File: src/rtl/elevator_pkg.sv
// Shared state encoding and default sizing for the SCAN elevator scheduler.
package elevator_pkg;

    typedef enum logic [1:0] {
        IDLE = 2'd0,
        MOVE = 2'd1,
        DOOR = 2'd2
    } state_t;

    localparam int unsigned N_FLOORS      = 5;
    localparam int unsigned FLOOR_W       = 3;
    localparam int unsigned TRAVEL_CYCLES = 2;
    localparam int unsigned DOOR_CYCLES   = 4;

endpackage

File: src/rtl/elevator_call_scan.sv
// Combinational view of the pending-call vector relative to one floor:
// calls above, below, at the floor, and ahead/behind in a given direction.
module elevator_call_scan #(
    parameter int unsigned N_FLOORS = 5,
    parameter int unsigned FLOOR_W  = 3
) (
    input  logic [N_FLOORS-1:0] pending_i,
    input  logic [FLOOR_W-1:0]  floor_i,
    input  logic                dir_up_i,
    output logic                up_pend_o,
    output logic                dn_pend_o,
    output logic                here_o,
    output logic                ahead_o,
    output logic                behind_o
);

    // Classify every pending call as above, below or at the reference floor.
    always_comb begin
        up_pend_o = 1'b0;
        dn_pend_o = 1'b0;
        here_o    = 1'b0;
        for (int unsigned i = 0; i < N_FLOORS; i++) begin
            if (pending_i[i]) begin
                if (FLOOR_W'(i) > floor_i) up_pend_o = 1'b1;
                if (FLOOR_W'(i) < floor_i) dn_pend_o = 1'b1;
                if (FLOOR_W'(i) == floor_i) here_o   = 1'b1;
            end
        end
        ahead_o  = dir_up_i ? up_pend_o : dn_pend_o;
        behind_o = dir_up_i ? dn_pend_o : up_pend_o;
    end

endmodule

File: src/rtl/elevator_scan_scheduler.sv
// Single-car SCAN scheduler: latches floor calls, keeps travelling in one
// direction while calls remain ahead, reverses otherwise, and times the
// per-floor travel and the door dwell.
module elevator_scan_scheduler #(
    parameter int unsigned N_FLOORS      = elevator_pkg::N_FLOORS,
    parameter int unsigned FLOOR_W       = elevator_pkg::FLOOR_W,
    parameter int unsigned TRAVEL_CYCLES = elevator_pkg::TRAVEL_CYCLES,
    parameter int unsigned DOOR_CYCLES   = elevator_pkg::DOOR_CYCLES
) (
    input  logic                clk,
    input  logic                reset,
    input  logic [N_FLOORS-1:0] call_req,
    input  logic                door_hold,
    output logic [FLOOR_W-1:0]  floor_pos,
    output logic                dir_up,
    output logic                moving,
    output logic                door_open,
    output logic                arrive,
    output logic [N_FLOORS-1:0] pending
);

    import elevator_pkg::*;

    localparam int unsigned TW = (TRAVEL_CYCLES > 1) ? $clog2(TRAVEL_CYCLES) : 1;
    localparam int unsigned DW = (DOOR_CYCLES > 1) ? $clog2(DOOR_CYCLES) : 1;

    state_t              state_q;
    logic [FLOOR_W-1:0]  floor_q;
    logic                dir_q;
    logic                moving_q;
    logic                door_q;
    logic                arrive_q;
    logic [N_FLOORS-1:0] pending_q, pending_d;
    logic [TW-1:0]       trav_cnt_q;
    logic [DW-1:0]       door_cnt_q;

    logic [FLOOR_W-1:0]  nf;
    logic [N_FLOORS-1:0] floor_oh, nf_oh;
    logic                cur_up, cur_dn, cur_here, cur_ahead, cur_behind;
    logic                nf_up, nf_dn, nf_here_p, nf_ahead, nf_behind;
    logic                nf_stop, step, reopen;
    logic [N_FLOORS-1:0] set_mask, clr_mask;
    logic                unused_nf;

    assign nf   = dir_q ? (floor_q + FLOOR_W'(1)) : (floor_q - FLOOR_W'(1));
    assign step = (state_q == MOVE) && (trav_cnt_q == '0);

    elevator_call_scan #(.N_FLOORS(N_FLOORS), .FLOOR_W(FLOOR_W)) u_scan_cur (
        .pending_i (pending_q),
        .floor_i   (floor_q),
        .dir_up_i  (dir_q),
        .up_pend_o (cur_up),
        .dn_pend_o (cur_dn),
        .here_o    (cur_here),
        .ahead_o   (cur_ahead),
        .behind_o  (cur_behind)
    );

    elevator_call_scan #(.N_FLOORS(N_FLOORS), .FLOOR_W(FLOOR_W)) u_scan_nf (
        .pending_i (pending_q),
        .floor_i   (nf),
        .dir_up_i  (dir_q),
        .up_pend_o (nf_up),
        .dn_pend_o (nf_dn),
        .here_o    (nf_here_p),
        .ahead_o   (nf_ahead),
        .behind_o  (nf_behind)
    );

    assign unused_nf = ^{nf_up, nf_dn, nf_behind};

    // One-hot decode of the current and next floor for masking calls.
    always_comb begin
        floor_oh = '0;
        nf_oh    = '0;
        for (int unsigned i = 0; i < N_FLOORS; i++) begin
            floor_oh[i] = (FLOOR_W'(i) == floor_q);
            nf_oh[i]    = (FLOOR_W'(i) == nf);
        end
    end

    // Call latching: set wins over clear, except a call for the floor whose
    // door is open, which only re-opens the door and is never latched.
    always_comb begin
        nf_stop  = nf_here_p || ((call_req & nf_oh) != '0);
        reopen   = (state_q == DOOR) && ((call_req & floor_oh) != '0);
        set_mask = call_req;
        clr_mask = '0;
        if (state_q == DOOR) set_mask = call_req & ~floor_oh;
        if (state_q == IDLE && cur_here) clr_mask = floor_oh;
        if (step && nf_stop) clr_mask = nf_oh;
        pending_d = (pending_q & ~clr_mask) | set_mask;
    end

    // Scheduler FSM with registered outputs.
    always_ff @(posedge clk) begin
        if (reset) begin
            state_q    <= IDLE;
            floor_q    <= '0;
            dir_q      <= 1'b1;
            moving_q   <= 1'b0;
            door_q     <= 1'b0;
            arrive_q   <= 1'b0;
            pending_q  <= '0;
            trav_cnt_q <= '0;
            door_cnt_q <= '0;
        end else begin
            pending_q <= pending_d;
            arrive_q  <= 1'b0;
            unique case (state_q)
                IDLE: begin
                    if (cur_here) begin
                        state_q    <= DOOR;
                        door_q     <= 1'b1;
                        arrive_q   <= 1'b1;
                        door_cnt_q <= DW'(DOOR_CYCLES - 1);
                    end else if (cur_up && (dir_q || !cur_dn)) begin
                        state_q    <= MOVE;
                        moving_q   <= 1'b1;
                        dir_q      <= 1'b1;
                        trav_cnt_q <= TW'(TRAVEL_CYCLES - 1);
                    end else if (cur_dn) begin
                        state_q    <= MOVE;
                        moving_q   <= 1'b1;
                        dir_q      <= 1'b0;
                        trav_cnt_q <= TW'(TRAVEL_CYCLES - 1);
                    end
                end
                MOVE: begin
                    if (trav_cnt_q != '0) begin
                        trav_cnt_q <= trav_cnt_q - TW'(1);
                    end else begin
                        floor_q <= nf;
                        if (nf_stop) begin
                            state_q    <= DOOR;
                            moving_q   <= 1'b0;
                            door_q     <= 1'b1;
                            arrive_q   <= 1'b1;
                            door_cnt_q <= DW'(DOOR_CYCLES - 1);
                        end else if (nf_ahead) begin
                            trav_cnt_q <= TW'(TRAVEL_CYCLES - 1);
                        end else begin
                            state_q  <= IDLE;
                            moving_q <= 1'b0;
                        end
                    end
                end
                DOOR: begin
                    if (door_hold || reopen) begin
                        door_cnt_q <= DW'(DOOR_CYCLES - 1);
                    end else if (door_cnt_q != '0) begin
                        door_cnt_q <= door_cnt_q - DW'(1);
                    end else begin
                        door_q <= 1'b0;
                        if (cur_ahead || cur_behind) begin
                            state_q    <= MOVE;
                            moving_q   <= 1'b1;
                            dir_q      <= cur_ahead ? dir_q : ~dir_q;
                            trav_cnt_q <= TW'(TRAVEL_CYCLES - 1);
                        end else begin
                            state_q <= IDLE;
                        end
                    end
                end
                default: begin
                    state_q  <= IDLE;
                    moving_q <= 1'b0;
                    door_q   <= 1'b0;
                end
            endcase
        end
    end

    assign floor_pos = floor_q;
    assign dir_up    = dir_q;
    assign moving    = moving_q;
    assign door_open = door_q;
    assign arrive    = arrive_q;
    assign pending   = pending_q;

    // The car must never step past the top or bottom floor.
    assert property (@(posedge clk) disable iff (reset)
        step |-> (dir_q ? (floor_q != FLOOR_W'(N_FLOORS - 1)) : (floor_q != '0)));

endmodule

File: config.mk
export PLATFORM = sky130hd
export DESIGN_NAME = elevator_scan_scheduler
export DESIGN_NICKNAME = d
export VERILOG_FILES = /design/src/rtl/elevator_pkg.sv /design/src/rtl/elevator_call_scan.sv /design/src/rtl/elevator_scan_scheduler.sv
export SDC_FILE = /design/constraint.sdc
export NUM_CORES = 1
export LEC_CHECK = 0
export BUFFER_PORTS_ARGS = -buffer_cell sky130_fd_sc_hd__buf_4
export CAP_MARGIN = 25
export CORE_MARGIN = 2
export CORE_UTILIZATION = 50
export DETAILED_ROUTE_END_ITERATION = 6
export GPL_TIMING_DRIVEN = 0
export PLACE_DENSITY = 0.71
export SETUP_SLACK_MARGIN = 0.4
export SYNTH_ARGS = -nofsm -noshare
export SYNTH_HDL_FRONTEND = slang
export SYNTH_SLANG_ARGS = --single-unit
File: constraint.sdc
create_clock -name clk -period 3.52 [get_ports clk]
set_clock_uncertainty 0.15 [all_clocks]
set_input_delay 0.704 -clock clk [delete_from_list [all_inputs] [get_ports clk]]
set_output_delay 0.704 -clock clk [all_outputs]
set_load 0.02 [all_outputs]
* Word level (Yosys, flattened, before mapping)
Index checks and enable logic that the tools add are counted.
Word-level totals: bits in registers 17, latch bits 0, bits in writable memories 0, memory bits (read-only) 0, bits of input ports 8, output and inout bits 12, logic and storage cells 204, memories kept 0
Operators by class: $add $sub $neg 4, $mul 0, div/mod/pow operators 0, $lt $le $gt $ge 20, eq/ne operators 22, shifts and indexed selects 0, mux-type cells 115, bitwise gates (word level) 9, reduce and logical (&&, ||, !) cells 25
Operators by type and width (number):
- $mux W1 | 91
- $mux W2 | 13
- $and A5 B5 Y5 | 4
- $mux W5 | 3
- $reduce_and A5 Y1 | 3
- $ne A2 B2 Y1 const B | 7
- $reduce_and A7 Y1 | 2
- $eq A2 B3 Y1 const A | 4
- $gt A1 B3 Y1 const A | 4
- $gt A2 B3 Y1 const A | 4
- $lt A1 B3 Y1 const A | 4
- $lt A2 B3 Y1 const A | 4
- $pmux W2 S3 | 2
- $not A5 Y5 | 2
- $reduce_bool A5 Y1 | 2
- $pmux W1 S3 | 3
- $eq A1 B3 Y1 const A | 2
- $eq A3 B3 Y1 const A | 2
- $gt A3 B3 Y1 const A | 2
- $logic_not A3 Y1 | 2
- $lt A3 B3 Y1 const A | 2
- $reduce_and A6 Y1 | 1
- $logic_and A1 B1 Y1 | 5
- $or A5 B5 Y5 | 1
- other kinds (20) | 26

* Logic depth before layout (Yosys ltp)
Gate-level depths: netlist of run 1.
word-level depth 19, gate-level depth with buffers 9, gate-level depth less buffers 8

* By module
From an unflattened synthesis of run 1, not the netlist that was laid out.
Unflattened totals: cell total of the unflattened synthesis 210, area, all modules 1600.3 um2
Modules (own cells, without submodules):
- elevator_scan_scheduler | instances 1, cells an instance 162, area each 1270.0 um2, sequential area each 340.3 um2
- elevator_call_scan | instances 2, cells an instance 24, area each 165.2 um2, sequential area each 0.0 um2

* Worst setup path after synthesis of run 1
No wires, ideal clock.
kind register -> register, from reg floor_q[1] (netlist: floor_pos[1]), to reg state_q[0], library setup time 127 ps, arrival 2449 ps, required time 3243 ps, slack 794 ps, cell stages (with the launch flop) 9, buffers on the path 1, clock period less this slack 2726 ps, cells stage by stage dfxtp_1 > inv_1 > ha_1 > clkbuf_1 > nand2b_1 > o311ai_0 > o21a_4 > nor4_1 > or3_1
On the way: cells in the longest elaborated chain, start to end 17, elaborated cells between the ends (all ways) 119, classes of those cells add/sub: 2; order compare: 20; eq/ne: 11; mux: 72; bitwise: 2; reduce/logical: 12
Ends and longest elaborated chain:
- from (decl) | RTL line elevator_scan_scheduler.sv:28 | logic [FLOOR_W-1:0] floor_q;
- from (signal assigned) | RTL line elevator_scan_scheduler.sv:133 | floor_q <= nf;
- branches (longest 17 deep; another with $sub A3 B1 Y3)
- to (signal assigned) | RTL line elevator_scan_scheduler.sv:113 | state_q <= DOOR;
- to (signal assigned) | RTL line elevator_scan_scheduler.sv:118 | state_q <= MOVE;
- to (signal assigned) | RTL line elevator_scan_scheduler.sv:135 | state_q <= DOOR;
- to (decl) | RTL line elevator_scan_scheduler.sv:27 | state_t state_q;
Several ways; the timed one is not identified. The select of a mux whose other input is x is not followed. A chain may end at the register's enable or synchronous reset.

* Worst setup path in the final report of run 1
Same ends and word-level chain as after synthesis.

==> impl_metrics.env, run 1 <==
export IMPL_crit_buf_inv=2
export IMPL_synth_ff_type="dfxtp_1"
export IMPL_hold_ws_ns=0.3484
export IMPL_r2r_cells=8
export IMPL_fin_nets=220
export IMPL_synth_cells=183
export IMPL_synth_edf_count=0
export IMPL_path_clk_slew_ns=0.11
export IMPL_dieArea_um2=3242
export IMPL_p_per_area_nw_per_um2=724.2
export IMPL_nFillCells=254
export IMPL_outcome="finished, final reports clean"
export IMPL_ys_types=52
export IMPL_maxSlewHeadroom_pct=52.70
export IMPL_timing_critical_path_required_ns=3.57
export IMPL_clock_path_buffers=2
export IMPL_mostFrequentLayoutCells="nand2_1 (18), buf_4 (18), dfxtp_1 (17), nor2_1 (14), a21oi_1 (13)"
export IMPL_syn_nets=197
export IMPL_p_leak_nw=0.6537
export IMPL_avgRoutedWirePerCell_um=16.48
export IMPL_min_path_cells=2
export IMPL_area_delta_synth_final_pct=14.38
export IMPL_cts_resized=0
export IMPL_avgSynthCellArea_um2=7.658
export IMPL_hold_violations=0
export IMPL_hold_buffers=0
export IMPL_drt_pass1_iter_count=4
export IMPL_clock_latency_ns=0.31
export IMPL_report_final_slew_viol_count=0
export IMPL_die_width_um=56.94
export IMPL_grt_pass1_wl_um=6396
export IMPL_antenna_diode_count=0
export IMPL_vias=1518
export IMPL_htree_levels=1
export IMPL_finalSetupTns_ns=0
export IMPL_min_period_ns=2.935
export IMPL_io_pins=20
export IMPL_route_detailed_drc=0
export IMPL_grt_pass1_vias=1404
export IMPL_critPathCaptureType="flop"
export IMPL_final_setup_viol_count=0
export IMPL_totalWireLength_um=3890
export IMPL_cts_buffers=3
export IMPL_ys_warn_count=0
export IMPL_cts_tree="done"
export IMPL_critical_path_top_delay_family="compound AO/OA/AOI/OAI gates"
export IMPL_synth_area_leader_cell="dfxtp_1"
export IMPL_r2r_start="floor_pos[1]$_SDFFE_PP0P_"
export IMPL_overflow=0
export IMPL_rsz0062_at_grt="false"
export IMPL_register_area_um2=340.3
export IMPL_globalRouteTotalUtil_pct=25.33
export IMPL_via_per_inst=6.432
export IMPL_critPathMaxStageDelay_ns=0.56
export IMPL_startpoint_type="flop"
export IMPL_regToRegEndpoint="state_q[0]$_SDFFE_PP0P_"
export IMPL_cts_setup_buffers=0
export IMPL_drive_above_1_share_pct=14.63
export IMPL_crit_chain="inv_1 > ha_1 > clkbuf_2 > nand2b_1 > o311ai_0 > o21a_4 > nor4_1 > or3_1"
export IMPL_synth_area_um2=1401
export IMPL_fin_crit_sh_pct=83.39
export IMPL_grt_start_max_net_pins=12
export IMPL_multi_input_area_um2=978.4
export IMPL_criticalPathCategory="flop to flop"
export IMPL_synth_area_leaders="dfxtp_1 (24%), ha_1 (5.4%), nand2_1 (4.8%), a21oi_1 (4.6%), o21ai_0 (3.9%)"
export IMPL_antenna_found_initial=0
export IMPL_cp_slowest_cell="dfxtp_1"
export IMPL_hp_class="flop to flop"
export IMPL_numPortBuffers=18
export IMPL_async_flop_share_pct=0
export IMPL_rows=19
export IMPL_initial_core_util_pct=51.71
export IMPL_critPathMaxFanout=11
export IMPL_seq_area_frac_synth_pct=24.29
export IMPL_fmax_mhz=340.7
export IMPL_drt_iter0_drc=152
export IMPL_cp_depth=8
export IMPL_cts_sinks=17
export IMPL_tightest_slew_ns=0.7004
export IMPL_root_buffer="clkbuf_4"
export IMPL_min_delay_worst_endpoint="door_open$_SDFFE_PP0P_"
export IMPL_yosysTopAreaCellShare_pct=24.29
export IMPL_maxCapViolCount=0
export IMPL_yosys_register_bits=17
export IMPL_hpwlAfterDp_um=2934
export IMPL_rrSetupSlack_ns=0.58
export IMPL_hp_start="door_open$_SDFFE_PP0P_"
export IMPL_chipHeight_um=56.94
export IMPL_core_area_um2=2710
export IMPL_place_gp_congestion=0.8801
export IMPL_worstPathArrival_ns=2.99
export IMPL_ant_nets=0
export IMPL_vdd_drop_max_uv=472.9
cells in the mapped netlist (3+ instances only):
| master | count |
|---|---|
| clkbuf_1 | 8 |
| a221oi_1 | 3 |
| mux2i_1 | 4 |
| nor4_1 | 3 |
| a22oi_1 | 3 |
| nand2b_1 | 5 |
| o31a_1 | 3 |
| a21oi_1 | 13 |
| xnor2_1 | 3 |
| o21ai_0 | 11 |
| inv_1 | 11 |
| nand2_1 | 18 |
| nor2b_1 | 7 |
| nand3b_1 | 4 |
| dfxtp_1 | 17 |
| nor3_1 | 5 |
| nor2_1 | 14 |
| or3_1 | 3 |
| ha_1 | 6 |
| o211ai_1 | 3 |
kinds of logic after synthesis:
group	Yosys count	share of synthesized area (%)
flops	17	24.29
buf+inv	20	5.893
compound gates	60	30.45
mux	5	3.661
fa+ha+maj	6	5.357
xor+xnor	5	4.465
simple gates	70	25.89
worst reg2reg max path: stages, from the launching register on:
cell and delay, ns:
dfxtp_1 0.56, inv_1 0.18, ha_1 0.33, clkbuf_2 0.19
nand2b_1 0.20, o311ai_0 0.55, o21a_4 0.27, nor4_1 0.06
or3_1 0.35
routing by layer:
metal  part of all wire, %  global-route usage (%)  up-vias  routed length (um)
li1                      -                       -      715                   -
met1                    41                   33.14      701                1611
met2                    46                   40.07       89                1771
met3                    10                   5.896       13                 407
met4                   2.6                   10.96        0                 100
met5                     0                       0        -                   0
metrics by stage:
step	util, %	setup WS, ns	total power (W)	cell area (um2)	instances
floorplan	-	0.7937	0.0008409	1401	183
global placement	58.13	0.5963	0.001019	1575	232
detailed placement	58.13	0.6003	0.001037	1575	232
CTS	59.10	0.5602	0.001149	1602	236
global route	59.14	0.4162	0.001255	1603	236
finish	59.14	0.5846	0.001161	1603	236
flip-flops by register name, indices dropped and copies added (netlist names):
| register | count |
|---|---|
| door_open | 1 |
| moving | 1 |
| trav_cnt_q | 1 |
| dir_up | 1 |
| state_q | 2 |
| arrive | 1 |
| door_cnt_q | 2 |
| pending | 5 |
| floor_pos | 3 |
power by group:
| part | internal (W) | total, W | switching [W] |
|---|---|---|---|
| combinational | 0.000301 | 0.000739 | 0.000439 |
| clock | 0.0000443 | 0.000111 | 0.0000664 |
| sequential | 0.000249 | 0.000311 | 0.0000621 |
final cells by class:
cell class / count / area share, %
multi-input combinational: 146 / 61.05
sequential: 17 / 21.23
timing repair buffer: 18 / 8.431
buffer: 9 / 2.654
inverter: 11 / 2.576
tap: 31 / 2.420
clock buffer: 4 / 1.639
worst max path at each step:
| stage | start | end | slack, ns |
|---|---|---|---|
| after global routing | floor_pos[1]$_SDFFE_PP0P_ | arrive$_SDFF_PP0_ | 0.42 |
| final | floor_pos[1]$_SDFFE_PP0P_ | state_q[0]$_SDFFE_PP0P_ | 0.58 |
| after CTS | floor_pos[1]$_SDFFE_PP0P_ | state_q[0]$_SDFFE_PP0P_ | 0.56 |
| after floorplan | floor_pos[1]$_SDFFE_PP0P_ | state_q[0]$_SDFFE_PP0P_ | 0.79 |
| after global placement | floor_pos[1]$_SDFFE_PP0P_ | state_q[0]$_SDFFE_PP0P_ | 0.60 |
| after detailed placement | floor_pos[1]$_SDFFE_PP0P_ | state_q[0]$_SDFFE_PP0P_ | 0.60 |
(Power assumes the default switching activity.)
==> inputs of run 2 (changes only) <==
- clock period: 3.52 -> 3.1 ns (I/O delays scaled with it)
==> run 2 against run 1 <==
Effect of this change: first-iteration DRC count is 30% lower; die area unchanged; sequential power increased by 16%; sequential cell count unchanged; design area increased by 7.6%; worst setup slack lost 0.13 ns.
==> impl_metrics.env, run 2 (same netlist as run 1, synthesis figures left out) <==
export IMPL_die_width_um=56.94
export IMPL_min_path_cells=2
export IMPL_drt_iter0_drc=107
export IMPL_p_leak_nw=0.7200
export IMPL_clock_latency_ns=0.29
export IMPL_initial_core_util_pct=51.71
export IMPL_overflow=0
export IMPL_hold_ws_ns=0.3279
export IMPL_comb_power_share_pct=66.8
export IMPL_totalWireLength_um=4135
export IMPL_place_ws_ns=0.2271
export IMPL_final_common_cell="buf_4"
export IMPL_p_sw_w=0.0006742
export IMPL_fin_nets=227
export IMPL_cts_sinks=17
export IMPL_antenna_diode_count=0
export IMPL_chipHeight_um=56.94
export IMPL_rrSetupSlack_ns=0.45
export IMPL_rows=19
export IMPL_via_per_inst=6.407
export IMPL_fin_util_pct=63.67
export IMPL_path_clk_slew_ns=0.10
export IMPL_r2r_cells=9
export IMPL_fmax_mhz=377.5
export IMPL_critPathMaxFanout=6
export IMPL_criticalPathCategory="flop to flop"
export IMPL_io_pins=20
export IMPL_min_period_ns=2.649
export IMPL_finalWorstSetupSlack_ns=0.4512
export IMPL_antenna_found_initial=0
export IMPL_maxCapViolCount=0
export IMPL_area_delta_synth_final_pct=23.12
export IMPL_fin_crit_sh_pct=85.45
export IMPL_core_area_um2=2710
export IMPL_vdd_drop_max_uv=570.9
export IMPL_drive_above_1_share_pct=22.17
export IMPL_p_per_area_nw_per_um2=833.0
export IMPL_numPortBuffers=18
export IMPL_outcome="finished, final reports clean"
export IMPL_maxSlewHeadroom_pct=62.17
export IMPL_clock_path_buffers=2
export IMPL_avgRoutedWirePerCell_um=17.02
export IMPL_worstPathArrival_ns=2.67
export IMPL_cts_tree="done"
export IMPL_grt_start_max_net_pins=12
export IMPL_root_buffer="clkbuf_4"
export IMPL_critPathCaptureType="flop"
export IMPL_place_gp_congestion=0.9404
export IMPL_mostFrequentLayoutCells="buf_4 (25), nand2_1 (18), dfxtp_1 (15), nor2_1 (14), a21oi_1 (13)"
export IMPL_final_setup_viol_count=0
export IMPL_seq_power_share_pct=25.1
export IMPL_ant_nets=0
export IMPL_cts_buffers=3
export IMPL_crit_path_start="floor_pos[0]$_SDFFE_PP0P_"
export IMPL_regToRegEndpoint="state_q[0]$_SDFFE_PP0P_"
export IMPL_report_final_slew_viol_count=0
export IMPL_largest_reg_flops=5
export IMPL_htree_levels=1
export IMPL_hp_class="flop to flop"
export IMPL_hold_violations=0
export IMPL_grt_pass1_vias=1490
export IMPL_dp_cells=232
export IMPL_hpwlAfterDp_um=3039
export IMPL_hold_buffers=0
export IMPL_rsz0062_at_grt="false"
export IMPL_grt_pass1_wl_um=6720
export IMPL_drt_pass1_iter_count=5
export IMPL_r2r_start="floor_pos[0]$_SDFFE_PP0P_"
export IMPL_switching_share_pct=46.91
export IMPL_route_detailed_drc=0
export IMPL_instances_no_fill=243
export IMPL_dieArea_um2=3242
export IMPL_intPower_w=0.0007630
export IMPL_finalSetupTns_ns=0
export IMPL_vias=1557
export IMPL_tightest_slew_ns=0.5653
export IMPL_globalRouteTotalUtil_pct=25.63
export IMPL_timing_critical_path_required_ns=3.12
export IMPL_nFillCells=246
export IMPL_endpoint="state_q[0]$_SDFFE_PP0P_"
export IMPL_clkPwrFrac_pct=8.1
export IMPL_startpoint_type="flop"
-- run 2: cell count changes in the layout (fill, tap and decap cells not counted), moves of 2 or more --
| cell | delta |
|---|---|
| dfxtp_4 | +2 |
| ha_1 | -2 |
| xnor2_1 | -2 |
| xnor2_2 | +2 |
| buf_4 | +7 |
| ha_4 | +2 |
| dfxtp_1 | -2 |
-- run 2: stage by stage --
step	area (um2)	power (W)
after detailed placement	1575	0.001181
after global routing	1725	0.001551
after global placement	1575	0.001166
after CTS	1613	0.001313
after floorplan	1401	0.0009561
final	1725	0.001437
-- run 2: power by group through the flow --
stage | Clock [W] | Combinational, W | Sequential, W
floorplan | 0 | 0.000579 | 0.000377
global placement | 0 | 0.000812 | 0.000354
detailed placement | 0 | 0.000822 | 0.000359
CTS | 0.000118 | 0.000839 | 0.000356
global route | 0.000128 | 0.00105 | 0.000368
finish | 0.000116 | 0.000960 | 0.000361
-- run 2: how the worst min path moves through the flow --
stage                                          start                          to  slack [ns]
final                         door_open$_SDFFE_PP0P_      door_open$_SDFFE_PP0P_        0.33
after global routing          door_open$_SDFFE_PP0P_      door_open$_SDFFE_PP0P_        0.36
after CTS                     door_open$_SDFFE_PP0P_      door_open$_SDFFE_PP0P_        0.34
after detailed placement      door_open$_SDFFE_PP0P_      door_open$_SDFFE_PP0P_        0.32
after global placement        door_open$_SDFFE_PP0P_      door_open$_SDFFE_PP0P_        0.31
after floorplan           door_cnt_q[0]$_SDFFE_PP0P_  door_cnt_q[0]$_SDFFE_PP0P_        0.31
-- run 2: layout make-up --
type	count	area [um2]	share of cell area, %
Buffer	9	45.04	2.611
Timing Repair Buffer	25	187.7	10.88
Clock buffer	4	26.28	1.523
Sequential cell	17	347.8	20.16
Tap cell	31	38.79	2.248
Multi-Input combinational cell	146	1035	59.97
Inverter	11	45.04	2.611
-- run 2: repair_timing --
action                                  in CTS  in global routing
gates cloned                                 0                  0
setup buffers                                0                  7
resized for setup                            4                 13
endpoints found under the setup margin       8                 12
pin swaps                                    0                  2
hold endpoints to repair                     0                  0
-- run 2: per-layer routing --
layer  wire [um]  GRT usage [%]
met1        1851          34.41
met2        1941          42.20
met3         276          2.721
met4          66          10.30
met5           0              0
-- run 2: critical path: stages (launching register included) --
cell and delay (ns):
dfxtp_4 0.41, clkinvlp_4 0.17, ha_4 0.22, mux2i_1 0.21, xnor2_2 0.17, o311ai_0 0.39, a32o_2 0.29, buf_4 0.12
nor4_1 0.03, or3_1 0.37
==> inputs of run 3 (changes only) <==
--- a/config.mk
+++ b/config.mk
@@ -7,5 +7,4 @@
 export LEC_CHECK = 0
 export BUFFER_PORTS_ARGS = -buffer_cell sky130_fd_sc_hd__buf_4
-export CAP_MARGIN = 25
 export CORE_MARGIN = 2
 export CORE_UTILIZATION = 50
--- a/constraint.sdc
+++ b/constraint.sdc
@@ -3,3 +3,3 @@
 set_input_delay 0.62 -clock clk [delete_from_list [all_inputs] [get_ports clk]]
 set_output_delay 0.62 -clock clk [all_outputs]
-set_load 0.02 [all_outputs]
+set_load 0.1 [all_outputs]
==> run 3 against run 2 <==
Effect of this change: sequential cell count stayed put; design area down 4.1%; critical path depth decreased by 1; core utilization is 2.6 points lower; fmax is 1.5% higher; sequential power down 3%; clock power rose by 7%; die area unchanged; total power up 6.8%; combinational power is 10% higher; wire length fell by 7.0%; worst setup slack improved by 0.040 ns; critical path type unchanged; largest cell class unchanged; highest routed layer unchanged.
==> impl_metrics.env, run 3 (same netlist as run 1, synthesis figures left out) <==
export IMPL_via_per_inst=6.139
export IMPL_fmax_mhz=383.3
export IMPL_maxCapViolCount=0
export IMPL_grt_pass1_wl_um=6327
export IMPL_clock_latency_ns=0.30
export IMPL_dieArea_um2=3242
export IMPL_area_delta_synth_final_pct=18.04
export IMPL_mostFrequentLayoutCells="buf_4 (20), nand2_1 (18), nor2_1 (14), a21oi_1 (13), dfxtp_1 (13)"
export IMPL_tightest_slew_ns=0.6025
export IMPL_rsz0062_at_grt="true"
export IMPL_htree_levels=1
export IMPL_place_gp_congestion=0.9179
export IMPL_cts_buffers=3
export IMPL_antenna_found_initial=0
export IMPL_core_area_um2=2710
export IMPL_chipHeight_um=56.94
export IMPL_route_detailed_drc=0
export IMPL_p_leak_nw=0.6853
export IMPL_min_delay_worst_endpoint="door_open$_SDFFE_PP0P_"
export IMPL_outcome="finished, final reports clean"
export IMPL_antenna_diode_count=0
export IMPL_cts_tree="done"
export IMPL_drt_iter0_drc=106
export IMPL_place_area_um2=1585
export IMPL_rrSetupSlack_ns=0.49
export IMPL_initial_core_util_pct=51.71
export IMPL_path_clk_slew_ns=0.10
export IMPL_final_common_cell="buf_4"
export IMPL_drt_pass1_iter_count=4
export IMPL_timing_critical_path_required_ns=3.14
export IMPL_maxSlewHeadroom_pct=59.69
export IMPL_globalRouteTotalUtil_pct=24.61
export IMPL_critPathMaxFanout=7
export IMPL_numPortBuffers=18
export IMPL_grt_start_max_net_pins=12
export IMPL_avgRoutedWirePerCell_um=16.16
export IMPL_die_width_um=56.94
export IMPL_cts_sinks=17
export IMPL_rows=19
export IMPL_vdd_drop_max_uv=766.9
export IMPL_report_final_slew_viol_count=0
export IMPL_fin_crit_sh_pct=84.15
export IMPL_fin_util_pct=61.03
export IMPL_startpoint_type="flop"
export IMPL_hp_start="door_open$_SDFFE_PP0P_"
export IMPL_root_buffer="clkbuf_4"
export IMPL_nFillCells=275
export IMPL_ant_nets=0
export IMPL_drive_above_1_share_pct=18.84
export IMPL_stdcell_area_um2=1654
export IMPL_min_period_ns=2.609
export IMPL_overflow=0
export IMPL_criticalPathCategory="flop to flop"
export IMPL_hp_class="flop to flop"
export IMPL_critPathCaptureType="flop"
export IMPL_io_pins=20
export IMPL_fin_nets=222
export IMPL_final_setup_viol_count=0
export IMPL_clock_path_buffers=2
export IMPL_vias=1461
export IMPL_grt_pass1_vias=1351
export IMPL_finalSetupTns_ns=0
export IMPL_min_path_cells=2
export IMPL_r2r_start="floor_pos[0]$_SDFFE_PP0P_"
export IMPL_largest_reg_flops=5
export IMPL_totalWireLength_um=3846
export IMPL_r2r_cells=8
export IMPL_hold_violations=0
export IMPL_p_per_area_nw_per_um2=928.2
export IMPL_worstPathArrival_ns=2.65
export IMPL_hpwlAfterDp_um=2928
export IMPL_regToRegEndpoint="state_q[0]$_SDFFE_PP0P_"
run 3: per-layer routing:
layer	global-route usage, %	up-vias	routed length (um)
li1	-	718	-
met1	33.95	675	1653
met2	40.89	59	1829
met3	1.361	9	291
met4	8.970	0	72
met5	0	-	0
run 3: through the flow:
stage / worst slack, ns / std cells / hold slack, ns / total power [W]
finish: 0.4913 / 238 / 0.3326 / 0.001535
global route: 0.3844 / 238 / 0.3512 / 0.001635
CTS: 0.4252 / 236 / 0.3330 / 0.001510
detailed placement: 0.3581 / 232 / 0.3103 / 0.001376
global placement: 0.4064 / 232 / 0.3111 / 0.001357
floorplan: 0.4346 / 183 / 0.3119 / 0.001161
run 3: worst max-delay path, stage by stage, from the launching register on:
cell and delay [ns]:
dfxtp_4 0.39, inv_1 0.10, ha_1 0.35, xnor2_2 0.23, mux2_2 0.38, o21ai_0 0.27
o21a_4 0.23, nor4_1 0.06, or3_1 0.35
run 3: area by class of cell:
cell class / instances / area [um2] / share of cell area [%]
flip-flops and latches: 17 / 350.3 / 21.18
clock buffers: 4 / 26.28 / 1.588
well taps: 31 / 38.79 / 2.345
repair buffers: 20 / 150.1 / 9.077
inverters: 11 / 41.29 / 2.496
plain buffers: 9 / 45.04 / 2.723
multi-input cells: 146 / 1002 / 60.59
run 3: power by group:
| group | switching (W) | internal [W] | leakage, nW |
|---|---|---|---|
| clock network | 0.0000737 | 0.0000502 | 0.0150 |
| logic | 0.000700 | 0.000360 | 0.528 |
| registers | 0.0000647 | 0.000286 | 0.142 |
| total | 0.000838 | 0.000697 | 0.685 |
run 3: repair_timing:
action | CTS | global route
gates cloned | 0 | 0
hold buffers | 0 | 0
gates resized for setup | 3 | 4
pin swaps | 0 | 0
buffers inserted | 0 | 2
setup endpoints to repair | 3 | 5
run 3: how the worst max path moves through the flow:
| stage | from | endpoint | cells after the start | slack, ns |
|---|---|---|---|---|
| floorplan | floor_pos[1]$_SDFFE_PP0P_ | trav_cnt_q$_SDFFE_PP0P_ | 9 | 0.43 |
| global placement | floor_pos[0]$_SDFFE_PP0P_ | arrive$_SDFF_PP0_ | 8 | 0.41 |
| detailed placement | floor_pos[1]$_SDFFE_PP0P_ | arrive$_SDFF_PP0_ | 8 | 0.36 |
| CTS | floor_pos[1]$_SDFFE_PP0P_ | arrive$_SDFF_PP0_ | 8 | 0.43 |
| global route | floor_pos[0]$_SDFFE_PP0P_ | arrive$_SDFF_PP0_ | 8 | 0.38 |
| finish | floor_pos[0]$_SDFFE_PP0P_ | state_q[0]$_SDFFE_PP0P_ | 8 | 0.49 |
